--- src/rtl/secure_sib_lockout.sv ---
// Purpose: key-protected IJTAG SIB; the open request and the key are shifted in and checked on Update; repeated failed opens lock the SIB closed.
// Latency: the scan path is one flop per bit (KEY_WIDTH+1 when closed). ToSelect and Locked change the cycle after the Update edge.
// Backpressure: none; the scan strobes are obeyed on every cycle in which Select is high.
module secure_sib_lockout #(
    parameter int unsigned          KEY_WIDTH = 128,
    parameter logic [KEY_WIDTH-1:0] KEY_VALUE = KEY_WIDTH'(3476123),
    parameter int unsigned          MAX_FAIL  = 3,
    parameter int unsigned          CNT_WIDTH = 2
) (
    input  logic Clock,
    input  logic RstBar,
    input  logic SI,
    input  logic FromSO,
    input  logic ShiftEN,
    input  logic CaptureEN,
    input  logic UpdateEn,
    input  logic Select,
    output logic SO,
    output logic ToSI,
    output logic ToSelect,
    output logic Locked
);

    localparam logic [CNT_WIDTH-1:0] FAIL_LIMIT = CNT_WIDTH'(MAX_FAIL);

    logic [KEY_WIDTH-1:0] key_q, key_d;
    logic                 sib_sr_q, sib_sr_d;
    logic                 sib_upd_q, sib_upd_d;
    logic [CNT_WIDTH-1:0] fail_cnt_q, fail_cnt_d;
    logic                 locked_q, locked_d;

    // The key register plus the incoming SI bit; the top KEY_WIDTH bits are the shifted key.
    // Built one bit wider so that a 1-bit key needs no special case.
    logic [KEY_WIDTH:0]   shift_ext;
    logic [CNT_WIDTH-1:0] fail_inc;

    assign shift_ext = {SI, key_q};
    assign fail_inc  = fail_cnt_q + CNT_WIDTH'(1);

    // Next-state logic. Capture has priority over Shift, and Shift over Update. A deselected SIB holds its state.
    always_comb begin
        key_d      = key_q;
        sib_sr_d   = sib_sr_q;
        sib_upd_d  = sib_upd_q;
        fail_cnt_d = fail_cnt_q;
        locked_d   = locked_q;
        if (Select) begin
            if (CaptureEN) begin
                // Only the lock status is exposed. The stored key never enters the scan path.
                sib_sr_d = sib_upd_q;
                key_d    = '0;
                key_d[0] = locked_q;
            end else if (ShiftEN) begin
                key_d    = shift_ext[KEY_WIDTH:1];
                sib_sr_d = key_q[0];
            end else if (UpdateEn) begin
                if (locked_q) begin
                    sib_upd_d = 1'b0;
                end else if (key_q == KEY_VALUE) begin
                    sib_upd_d  = sib_sr_q;
                    fail_cnt_d = '0;
                end else if (sib_sr_q) begin
                    // A failed open attempt. The counter stops at the limit and never wraps.
                    sib_upd_d = 1'b0;
                    if (fail_cnt_q != FAIL_LIMIT) begin
                        fail_cnt_d = fail_inc;
                    end
                    if (fail_inc == FAIL_LIMIT) begin
                        locked_d = 1'b1;
                    end
                end else begin
                    // A close request without the key is always honoured.
                    sib_upd_d = 1'b0;
                end
            end
        end
    end

    // State registers. The asynchronous reset returns the SIB closed and unlocked, with the counter cleared.
    always_ff @(posedge Clock or negedge RstBar) begin
        if (!RstBar) begin
            key_q      <= '0;
            sib_sr_q   <= 1'b0;
            sib_upd_q  <= 1'b0;
            fail_cnt_q <= '0;
            locked_q   <= 1'b0;
        end else begin
            key_q      <= key_d;
            sib_sr_q   <= sib_sr_d;
            sib_upd_q  <= sib_upd_d;
            fail_cnt_q <= fail_cnt_d;
            locked_q   <= locked_d;
        end
    end

    assign ToSI     = sib_sr_q;
    assign SO       = sib_upd_q ? FromSO : sib_sr_q;
    assign ToSelect = Select & sib_upd_q;
    assign Locked   = locked_q;

endmodule

--- config.mk ---
export PLATFORM = sky130hd
export DESIGN_NAME = secure_sib_lockout
export DESIGN_NICKNAME = d
export VERILOG_FILES = /design/src/rtl/secure_sib_lockout.sv
export SDC_FILE = /design/constraint.sdc
export NUM_CORES = 1
export LEC_CHECK = 0
export CORE_UTILIZATION = 37
export CTS_CLUSTER_SIZE = 25
export DETAILED_ROUTE_END_ITERATION = 6
export PLACE_DENSITY_LB_ADDON = 0.1
export SETUP_SLACK_MARGIN = 0.4
export SLEW_MARGIN = 15
export SYNTH_ARGS = -nofsm -noshare
export SYNTH_HDL_FRONTEND = slang
export SYNTH_SLANG_ARGS = --single-unit
export TNS_END_PERCENT = 1
--- constraint.sdc ---
create_clock -name Clock -period 1.65 [get_ports Clock]
set_input_delay 0.165 -clock Clock [delete_from_list [all_inputs] [get_ports Clock]]
set_output_delay 0.165 -clock Clock [all_outputs]
set_load 0.01 [all_outputs]
==> metrics.txt <==
Mapped Nets 655; Leak 3.34 nW; fmax 575 MHz; die height 130 µm; VDD IR-drop max 927 µV; CTS buffer count 17; Layout area overhead 27.8%; port bufs 11; Netlist Area Pre-Place ~6000 µm²; grt ovf 0; YS warnings 0; R2R cell count 6; Yosys cell types 27; dpl cell area slightly above 7000 µm²; async set-or-reset flop fraction in the synthesized netlist 100%; finished layout cell area 7750 µm²; first-pass GRT wire length 22900 µm; Ant. Diodes 0; DRC 0; r2r setup slk -90 ps; Clock Latency Late Sink 420 ps; CP Max Fanout 2; PD cells between 900 and 1000 nW/µm²; Clock Sinks between 100 and 150; Placer Congestion 0.782; H-Tree Depth 4; Clock Path Buffers 2; worst slack, placed -261 ps; post-detailed-routing wire length between 10000 and 15000 µm; gr usage total 17.7%; CTS tree yes; Critical R2R Launch key_q[110]; Hold Vio Cnt, Final 0; Post-synth top flop dfrtp_1; Crit. End Element flip-flop; CP max stage delay 410 ps; Hold Crit Class in2async; RR Endpoint Locked; post-route minimum period 1740 ps; status finished with violations; fin nets 745; CP max stage cell dfrtp_1; failing checks negative setup slack; CP cell instances nor4_4 > buf_4 > nand4_1 > nor4_4 > nand2_1 > a41o_1; flops & latches, synth 133; DR WL/cell 13.9 µm; post-route antenna net violation count 0; share of cells above drive strength 1 20.3%; Synth area leader dfrtp_1; Worst-Margin Slew between 500 and 600 ps; Die W between 100 and 150 µm; vias per cell around 4.8; Clock Skew 9.15 ps; startpoint types flip-flop; initial antenna violation count 0; main area contributors after synthesis dfrtp_1 55%, nand2b_1 13%, o21ai_0 11%; final worst path period share 105%; core area 15900 µm²; TNS Setup -296 ps; Initial DRC Count between 200 and 300; DR pass1 iterations 4; Setup Viol. Count Final 4; CP required 1950 ps; I/O pin count 12; Seq/Total Area, Yosys 54.9%; PnR Total Power slightly above 7 mW; buffer type at the clock tree root clkbuf_16; Synth Area per Inst between 9 and 10 µm²; RSZ-0062 raised after global routing true; Final WS setup -88.6 ps; routed vias 4619; Setup CP Type reg2reg; Max Cap Viol 0; row count 46; number of global-route vias before repair 4554; slew margin rel. 63.2%; post-synth top area share 54.9%; Die Area 16900 µm²; DP HPWL between 8000 and 9000 µm; Starting Density 38.1%; largest net degree at the start of global routing 130; Final Util approximately 49%; fin. max-slew vios 0; Most Frequent Cell on Critical Path nor4_4; register clock-pin slew on the reported worst setup and hold paths 60 ps; EDFF count, synth 0; Worst EP arrival about 2000 ps; Mapped Cells between 600 and 700
==> where the power goes <==
group          switching, mW  internal, mW
Combinational          0.257         0.182
Sequential            0.0141          3.28
Clock                   1.38          2.09
==> cells in the mapped netlist (2+ instances only) <==
| library cell | number |
|---|---|
| nor4_1 | 32 |
| buf_2 | 15 |
| nand2_1 | 134 |
| nor4bb_1 | 3 |
| or2_2 | 2 |
| and4bb_2 | 3 |
| dfrtp_1 | 133 |
| nand2b_1 | 125 |
| o21ai_0 | 132 |
| nor4_2 | 4 |
| nand4_1 | 12 |
| nor4b_1 | 4 |
| clkbuf_1 | 26 |
| or2b_1 | 3 |
| inv_1 | 3 |
| mux2i_1 | 2 |
| ha_1 | 2 |
==> how the worst max path moves through the flow <==
| stage | start | to | slack [ps] | cells after the start |
|---|---|---|---|---|
| 5_1_grt | key_q[110] | Locked | -200 | 6 |
| 3_3_place_gp | key_q[110] | Locked | -270 | 6 |
| 3_5_place_dp | key_q[110] | Locked | -260 | 6 |
| 6_report | key_q[110] | Locked | -90 | 6 |
| 4_1_cts | key_q[68] | Locked | -130 | 5 |
| 2_1_floorplan | key_q[125] | Locked | 190 | 5 |
==> placed cells by master (no fill, tap or decap), types with 2 or more instances in the layout <==
master / count
nand2_1: 134
dfrtp_1: 133
o21ai_0: 131
nand2b_1: 125
buf_4: 90
nor4_1: 27
clkbuf_16: 17
nand4_1: 12
buf_12: 10
nor4_2: 7
clkinv_2: 6
clkdlybuf4s50_1: 6
clkbuf_1: 4
inv_1: 3
or2b_1: 3
nor4bb_1: 3
and4bb_2: 3
nor4b_1: 3
clkinvlp_4: 3
buf_2: 3
buf_6: 3
mux2i_1: 2
or2_2: 2
nor4_4: 2
ha_1: 2
==> routing by layer <==
metal / wire length (µm) / vias to the layer above / track usage (%)
li1: - / 2364 / -
met1: 6770 / 2215 / 24.9
met2: 6190 / 32 / 26.8
met3: 306 / 8 / 4.31
met4: 112 / 0 / 5.34
met5: 0 / - / 0
==> timing repair <==
action | CTS | global route
hold endpoints to repair | 46 | 0
pin swaps | 6 | 5
endpoints found under the setup margin | 8 | 8
hold buffers | 1 | 0
setup buffers | 2 | 0
gates resized for setup | 18 | 5
==> cell families after synthesis <==
kind of cell / synth area share, %
and+or+nand+nor: 29.4
AOI/OAI and AO/OA: 11.9
DFF: 54.9
buffers and inverters: 3.16
muxes: 0.330
adders and majority gates: 0.412
==> layout make-up <==
| type | count | area [µm²] |
|---|---|---|
| multi-input combinational | 467 | 2610 |
| clock buffer | 22 | 454 |
| fill | 1512 | 8190 |
| inverter | 3 | 11.3 |
| sequential | 133 | 3330 |
| clock inverter | 10 | 82.6 |
| tap | 216 | 270 |
| timing repair buffer | 113 | 995 |
==> critical path: cells and delay by family, from the launching register on <==
kind                   cells  cell delay (ps)
and+or+nand+nor            4              870
DFF                        1              410
AOI/OAI and AO/OA          1              200
buffers and inverters      1              150
==> flip-flops by register name, indices dropped and copies added (netlist names) <==
register    cells
Locked          1
ToSI            1
fail_cnt_q      2
key_q         128
sib_upd_q       1
==> stage by stage <==
stage | instances | hold WS, ps
detailed placement | 929 | 166
global route | 964 | 318
CTS | 964 | 295
floorplan | 645 | -131
finish | 964 | 268
global placement | 929 | 159
Note: power is estimated with default switching activity, not from simulation.
